<file path="src/rtl/regfile_wb_arbiter_pkg.sv">
// Shared constants and types for the register-file writeback arbiter.
// Holds the default register-file geometry, the writeback request record and the priority state encoding.
package regfile_pkg;

    localparam int ADDR_W = 5;
    localparam int DATA_W = 32;

    typedef struct packed {
        logic [ADDR_W-1:0] rw;
        logic [DATA_W-1:0] data;
    } wb_req_t;

    typedef enum logic {
        PRI_A = 1'b0,
        PRI_B = 1'b1
    } prio_e;

endpackage

</file>
<file path="src/rtl/regfile_wb_arbiter_rr_arbiter2.sv">
// Two-way round-robin arbiter: combinational grant, registered priority state.
// req[0]/gnt[0] belong to requester A, req[1]/gnt[1] to requester B.
module rr_arbiter2
    import regfile_pkg::*;
(
    input  logic       clk,
    input  logic       rst_n,
    input  logic       en,
    input  logic [1:0] req,
    output logic [1:0] gnt
);

    prio_e prio;

    always_comb begin
        gnt    = 2'b00;
        gnt[0] = en & req[0] & (~req[1] | (prio == PRI_A));
        gnt[1] = en & req[1] & (~req[0] | (prio == PRI_B));
    end

    // Whoever was just served, the other side is favoured next; no grant holds state.
    always_ff @(posedge clk or negedge rst_n) begin
        if (!rst_n)
            prio <= PRI_A;
        else if (gnt[0])
            prio <= PRI_B;
        else if (gnt[1])
            prio <= PRI_A;
    end

endmodule

</file>
<file path="src/rtl/regfile_wb_arbiter.sv">
// Shares the RegFile write port between ALU (A) and load (B) writebacks with a registered write stage.
// Define REGFILE_WB_FWD_EN to add the combinational read-port bypass of the pending write.
module regfile_wb_arbiter
    import regfile_pkg::*;
#(
    parameter int ADDR_W = regfile_pkg::ADDR_W,
    parameter int DATA_W = regfile_pkg::DATA_W,
    parameter int CNT_W  = 16
) (
    input  logic              clk,
    input  logic              rst_n,
    input  logic              wb_stall,
    input  logic              a_valid,
    input  logic [ADDR_W-1:0] a_rw,
    input  logic [DATA_W-1:0] a_data,
    output logic              a_ready,
    input  logic              b_valid,
    input  logic [ADDR_W-1:0] b_rw,
    input  logic [DATA_W-1:0] b_data,
    output logic              b_ready,
    output logic              reg_write,
    output logic [ADDR_W-1:0] RW,
    output logic [DATA_W-1:0] Bus_W,
`ifdef REGFILE_WB_FWD_EN
    input  logic [ADDR_W-1:0] RA,
    input  logic [ADDR_W-1:0] RB,
    input  logic [DATA_W-1:0] rf_bus_a,
    input  logic [DATA_W-1:0] rf_bus_b,
    output logic [DATA_W-1:0] Bus_A,
    output logic [DATA_W-1:0] Bus_B,
`endif
    output logic [CNT_W-1:0]  conflict_cnt
);

    logic [1:0]        gnt;
    logic              accept;
    logic              conflict;
    logic [ADDR_W-1:0] sel_rw;
    logic [DATA_W-1:0] sel_data;

    // Readies are held low during reset so nothing is handshaken while the stage is cleared.
    rr_arbiter2 u_arb (
        .clk   (clk),
        .rst_n (rst_n),
        .en    (~wb_stall & rst_n),
        .req   ({b_valid, a_valid}),
        .gnt   (gnt)
    );

    assign a_ready  = gnt[0];
    assign b_ready  = gnt[1];
    assign accept   = |gnt;
    assign conflict = a_valid & b_valid & ~wb_stall;

    always_comb begin
        sel_rw   = a_rw;
        sel_data = a_data;
        if (gnt[1]) begin
            sel_rw   = b_rw;
            sel_data = b_data;
        end
    end

    // R0 requests are consumed but never reach the RegFile; index/data hold their last real write.
    always_ff @(posedge clk or negedge rst_n) begin
        if (!rst_n) begin
            reg_write <= 1'b0;
            RW        <= '0;
            Bus_W     <= '0;
        end else begin
            reg_write <= accept & (sel_rw != '0);
            if (accept && sel_rw != '0) begin
                RW    <= sel_rw;
                Bus_W <= sel_data;
            end
        end
    end

    always_ff @(posedge clk or negedge rst_n) begin
        if (!rst_n)
            conflict_cnt <= '0;
        else if (conflict && conflict_cnt != {CNT_W{1'b1}})
            conflict_cnt <= conflict_cnt + 1'b1;
    end

`ifdef REGFILE_WB_FWD_EN
    assign Bus_A = (reg_write && RW == RA && RA != '0) ? Bus_W : rf_bus_a;
    assign Bus_B = (reg_write && RW == RB && RB != '0) ? Bus_W : rf_bus_b;
`endif

endmodule
</file>
<file path="config.mk">
export PLATFORM = sky130hd
export DESIGN_NAME = regfile_wb_arbiter
export DESIGN_NICKNAME = d
export VERILOG_FILES = /design/src/rtl/regfile_wb_arbiter_pkg.sv /design/src/rtl/regfile_wb_arbiter_rr_arbiter2.sv /design/src/rtl/regfile_wb_arbiter.sv
export SDC_FILE = /design/constraint.sdc
export NUM_CORES = 1
export LEC_CHECK = 0
export ABC_CLOCK_PERIOD_IN_PS = 2600
export CAP_MARGIN = 20
export CORE_ASPECT_RATIO = 1.25
export CORE_MARGIN = 4
export CORE_UTILIZATION = 41
export CTS_CLUSTER_DIAMETER = 80
export DETAILED_ROUTE_END_ITERATION = 7
export GPL_TIMING_DRIVEN = 1
export PLACE_DENSITY = 0.93
export SYNTH_ARGS = -nofsm -noshare
export SYNTH_HDL_FRONTEND = slang
export SYNTH_HIERARCHICAL = 1
export SYNTH_SLANG_ARGS = --single-unit
</file>
<file path="constraint.sdc">
create_clock -name clk -period 2.6 [get_ports clk]
set_input_delay 0.52 -clock clk [delete_from_list [all_inputs] [get_ports clk]]
set_output_delay 0.52 -clock clk [all_outputs]
set_load 0.02 [all_outputs]
</file>
==> results.txt <==
- The kind of cell with the highest combined delay along the critical path is buffers and inverters.
- Once detail routing completed, the nets flagged for antenna violations numbered 0.
* Post-DR vias/cell: roughly 5.1
- Overflow after GRT: 0
- Area taken by flip-flops and latches: approximately 1400 sq um
- Number of buffers added by the clock tree synthesis step: 5
* Path type of the worst min-delay path: input pin to asynchronous set/reset pin
- Initial antenna violation count: 0
* Post-detailed-placement half-perimeter wirelength: 5928 um
- Combined area of the multi-input logic cells: 1365 sq um
- For this design the static power due to leakage is 1.781 nW.
- Walking the worst path, the cells encountered are clkdlybuf4s50_1 > nor2b_1 > nand2_1 > a21oi_1 > dlygate4sd2_1.
- CTS clk-pin slew, worst paths: 0.10 ns
- Setup repair after global routing missed its margin: false
- In this run the horizontal extent of the chip is 81.85 um.
- Post-synth EDFFs: 0
* Combinational family with the most area after synthesis: multiplexers
* Count of inserted antenna diode cells: 0
* Sequential-to-total area share from yosys stat: 49.24%
- The clock period could shrink to 2.337 ns.
- Fin worst setup slack: 0.2629 ns
- Largest area contributor in the synthesized netlist: sky130_fd_sc_hd__dfrtp_1
- Global-route usage over all layers: 18.19%
- The commonest cells after synthesis are sky130_fd_sc_hd__dfrtp_1 (55), sky130_fd_sc_hd__mux2_2 (53), sky130_fd_sc_hd__mux2_4 (20).
- For flop-to-flop paths, the worst setup slack is 0.49 ns.
- On the worst path, the slowest cell contributes a delay of between 0.4 and 0.5 ns.
- Among all cell types in the netlist, the one instantiated most often is sky130_fd_sc_hd__dfrtp_1.
- Vias in the first global route: 2324
* CTS tree: done
- Global-route wire length before repair: 11450 um
- Synthesized-area fraction occupied by ao, oa, aoi and oai cells: under 10%
- Setup total negative slack on the finished layout was measured at 0 ns.
* Post-synthesis sequential element count: 55
* Max-cap check violation count: 0
- Routability-driven placement finished with a final weighted congestion of 0.8163.
- After synthesis the cells add up to 2795 sq um.
- A synthesized cell averages 13.37 sq um.
- Compared with the post-synthesis result, the final layout area differs by 56.27%.
- Of all flip-flops after synthesis, the portion carrying an async set or reset was 100.0%.
- Transition time at the pin with the least slew margin: 0.6732 ns
- Mux contribution to synthesized area: 32.45%
- Fraction of the mapped netlist area in simple logic gates: 8.863%
- The tree built by TritonCTS fans out to between 50 and 60 sinks.
- The floorplan step set the die height to 100.3 um.
- Number of synthesis warnings: 6
* Pin count of the biggest net entering global routing: 56
* Gate count of the mapped netlist: 209
- Cell area after layout: 4368 sq um
* Worst Setup Path Type: input pin to output port
- In this run the tightest slew margin relative to its limit is 55.12%.
- For this design the ratio of total power to cell area is around 670 nW/um^2.
- Wirelength, routed: around 7600 um
- The synthesized netlist devotes 0.4476% of its cell area to adder and majority cells.
- Power, Total: 2.945 mW
- During placement, the flow inserted port buffers numbering 134.
- The initial utilization of the core area, before any placement, comes to a little over two fifths.
* Worst ir drop on vdd: 0.7101 mV
* Post-synthesis share of cell area spent on xor and xnor gates: 3.760%
- In this run the clock root is driven by a sky130_fd_sc_hd__clkbuf_8.
- Counting the fill cells in the layout gives 481.
- The total count of hold-check failures in the final report is 0.
* Fin Clk Skew: 0.005702 ns
- Post-synth net total: 289
* Number of nets in the finished design: 428
- Cells taking the most area after synthesis: sky130_fd_sc_hd__dfrtp_1 (49%), sky130_fd_sc_hd__mux2_2 (21%), sky130_fd_sc_hd__mux2_4 (11%)
- Counting along the longest clock path gives a buffer depth of 2.
* Number of different library cells in the post-synthesis netlist: 32
* Highest fanout seen on the critical path: 3
* Endpoint arrival time on the critical path: 1.82 ns
- Dividing the detail-routed wire length by the instance count gives 17.36 um.
- Number of top-level pins: approximately 140
* WP buf/inv: 2
- Clock latency of the later-clocked register in the worst-skew pair: about 0.3 ns
- Among all flip-flop cells after synthesis, the most frequent one is sky130_fd_sc_hd__dfrtp_1.
- Overall die area: 8211 sq um
* Placeable core region: 6606 sq um
- Total placed instance area: 4283 sq um
- Worst Setup End Kind: output port
- Highest clock rate: 427.9 MHz
- Period utilisation layout: about nine tenths
- STA classifies the critical path startpoint as an input pin.
- For this design, the slowest cell found on the critical path is sky130_fd_sc_hd__clkdlybuf4s50_1.
- Number of setup violations in the final report: 0
- Final Max Slew Viols: 0
* Proportion of layout cells with a drive suffix above 1: between 20% and 30%
- Number of levels the H-tree was split into: 2
- Num rows: 33
- The flow ran to the end, and the final reports show no timing, DRC or antenna violations.
- For the worst setup path, the data required time is about 2.1 ns.
* First-iteration detailed-routing DRC count: 90
- The routed layout has 2237 vias.
- Before CTS, the worst setup slack after placement is -0.03579 ns.
* Share of the synthesized area in the top cell type: just under 50%
- DRC violation count after routing: 0
- Initial DRT Pass Iterations: 5
kinds of logic after synthesis:
| group | count (synthesis) |
|---|---|
| simple gates | 43 |
| xor+xnor | 12 |
| mux | 74 |
| flops | 55 |
| compound gates | 11 |
| fa+ha+maj | 1 |
| buf+inv | 13 |
final timing paths:
check,start,end,cells after the start
setup / recovery,wb_stall,a_ready,5
max in group asynchronous,rst_n,conflict_cnt[0]$_DFFE_PN0P_,2
hold reg to reg,Bus_W[25]$_DFFE_PN0P_,Bus_W[25]$_DFFE_PN0P_,1
setup reg to reg,conflict_cnt[0]$_DFFE_PN0P_,conflict_cnt[1]$_DFFE_PN0P_,5
min in group clk,Bus_W[25]$_DFFE_PN0P_,Bus_W[25]$_DFFE_PN0P_,1
hold / removal,rst_n,Bus_W[24]$_DFFE_PN0P_,2
layer usage:
layer,part of all wire (%),global-route usage (%),vias up
met2,51,32.61,100
met4,1.3,4.348,0
met5,0,0,-
met1,37,20.36,1085
met3,11,6.194,8
li1,-,-,1044
per-stage QoR:
step,hold WS (ns),instances,utilization [%]
final,0.4014,436,66.12
after global routing,0.4567,436,66.12
after CTS,0.4334,436,66.12
after detailed placement,0.4930,428,64.83
after global placement,0.4859,428,64.83
after floorplan,0.2244,209,-
state kept, by name, summed over array words and instances (netlist names):
register,cells
Bus_W,32
conflict_cnt,16
RW,5
reg_write,1
u_arb/prio,1
cell type report:
class / count / area share (%)
clock buffer: 5 / 1.575
clock inverter: 3 / 0.4297
inverter: 3 / 0.2578
multi-input combinational: 141 / 31.25
sequential: 55 / 31.51
tap: 87 / 2.492
timing repair buffer: 142 / 32.48
where the power goes:
group / total, mW / switching [mW] / internal (mW)
combinational: 1.26 / 0.531 / 0.725
sequential: 1.22 / 0.155 / 1.06
clock: 0.471 / 0.280 / 0.191
total: 2.95 / 0.966 / 1.98
cells in the final DEF (no fill, tap or decap), drive strengths merged, types with 2 or more instances in the layout:
cell and n:
a21oi 4, and3 4, and4 2, buf 9, clkbuf 5, clkdlybuf4s50 131
clkinv 2, dfrtp 55, dlygate4sd2 2, inv 4, mux2 73, nand2 8
nand3 7, nand4 8, nand4b 2, nor2 2, nor3 3, o21ai 3
or4 3, xnor2 10, xor2 2
repair_timing:
item,in CTS,in global routing
buffers inserted,0,0
setup endpoints to repair,2,0
hold buffers,0,0
gates resized for setup,2,0
worst register-to-register path, cell delays in order, from the launching register on:
cell and delay (ns):
sky130_fd_sc_hd__dfrtp_1 0.44, sky130_fd_sc_hd__ha_1 0.24, sky130_fd_sc_hd__nand4_1 0.10, sky130_fd_sc_hd__or4_1 0.69
sky130_fd_sc_hd__nand2_1 0.19, sky130_fd_sc_hd__mux2_2 0.35
(Power assumes the default switching activity.)
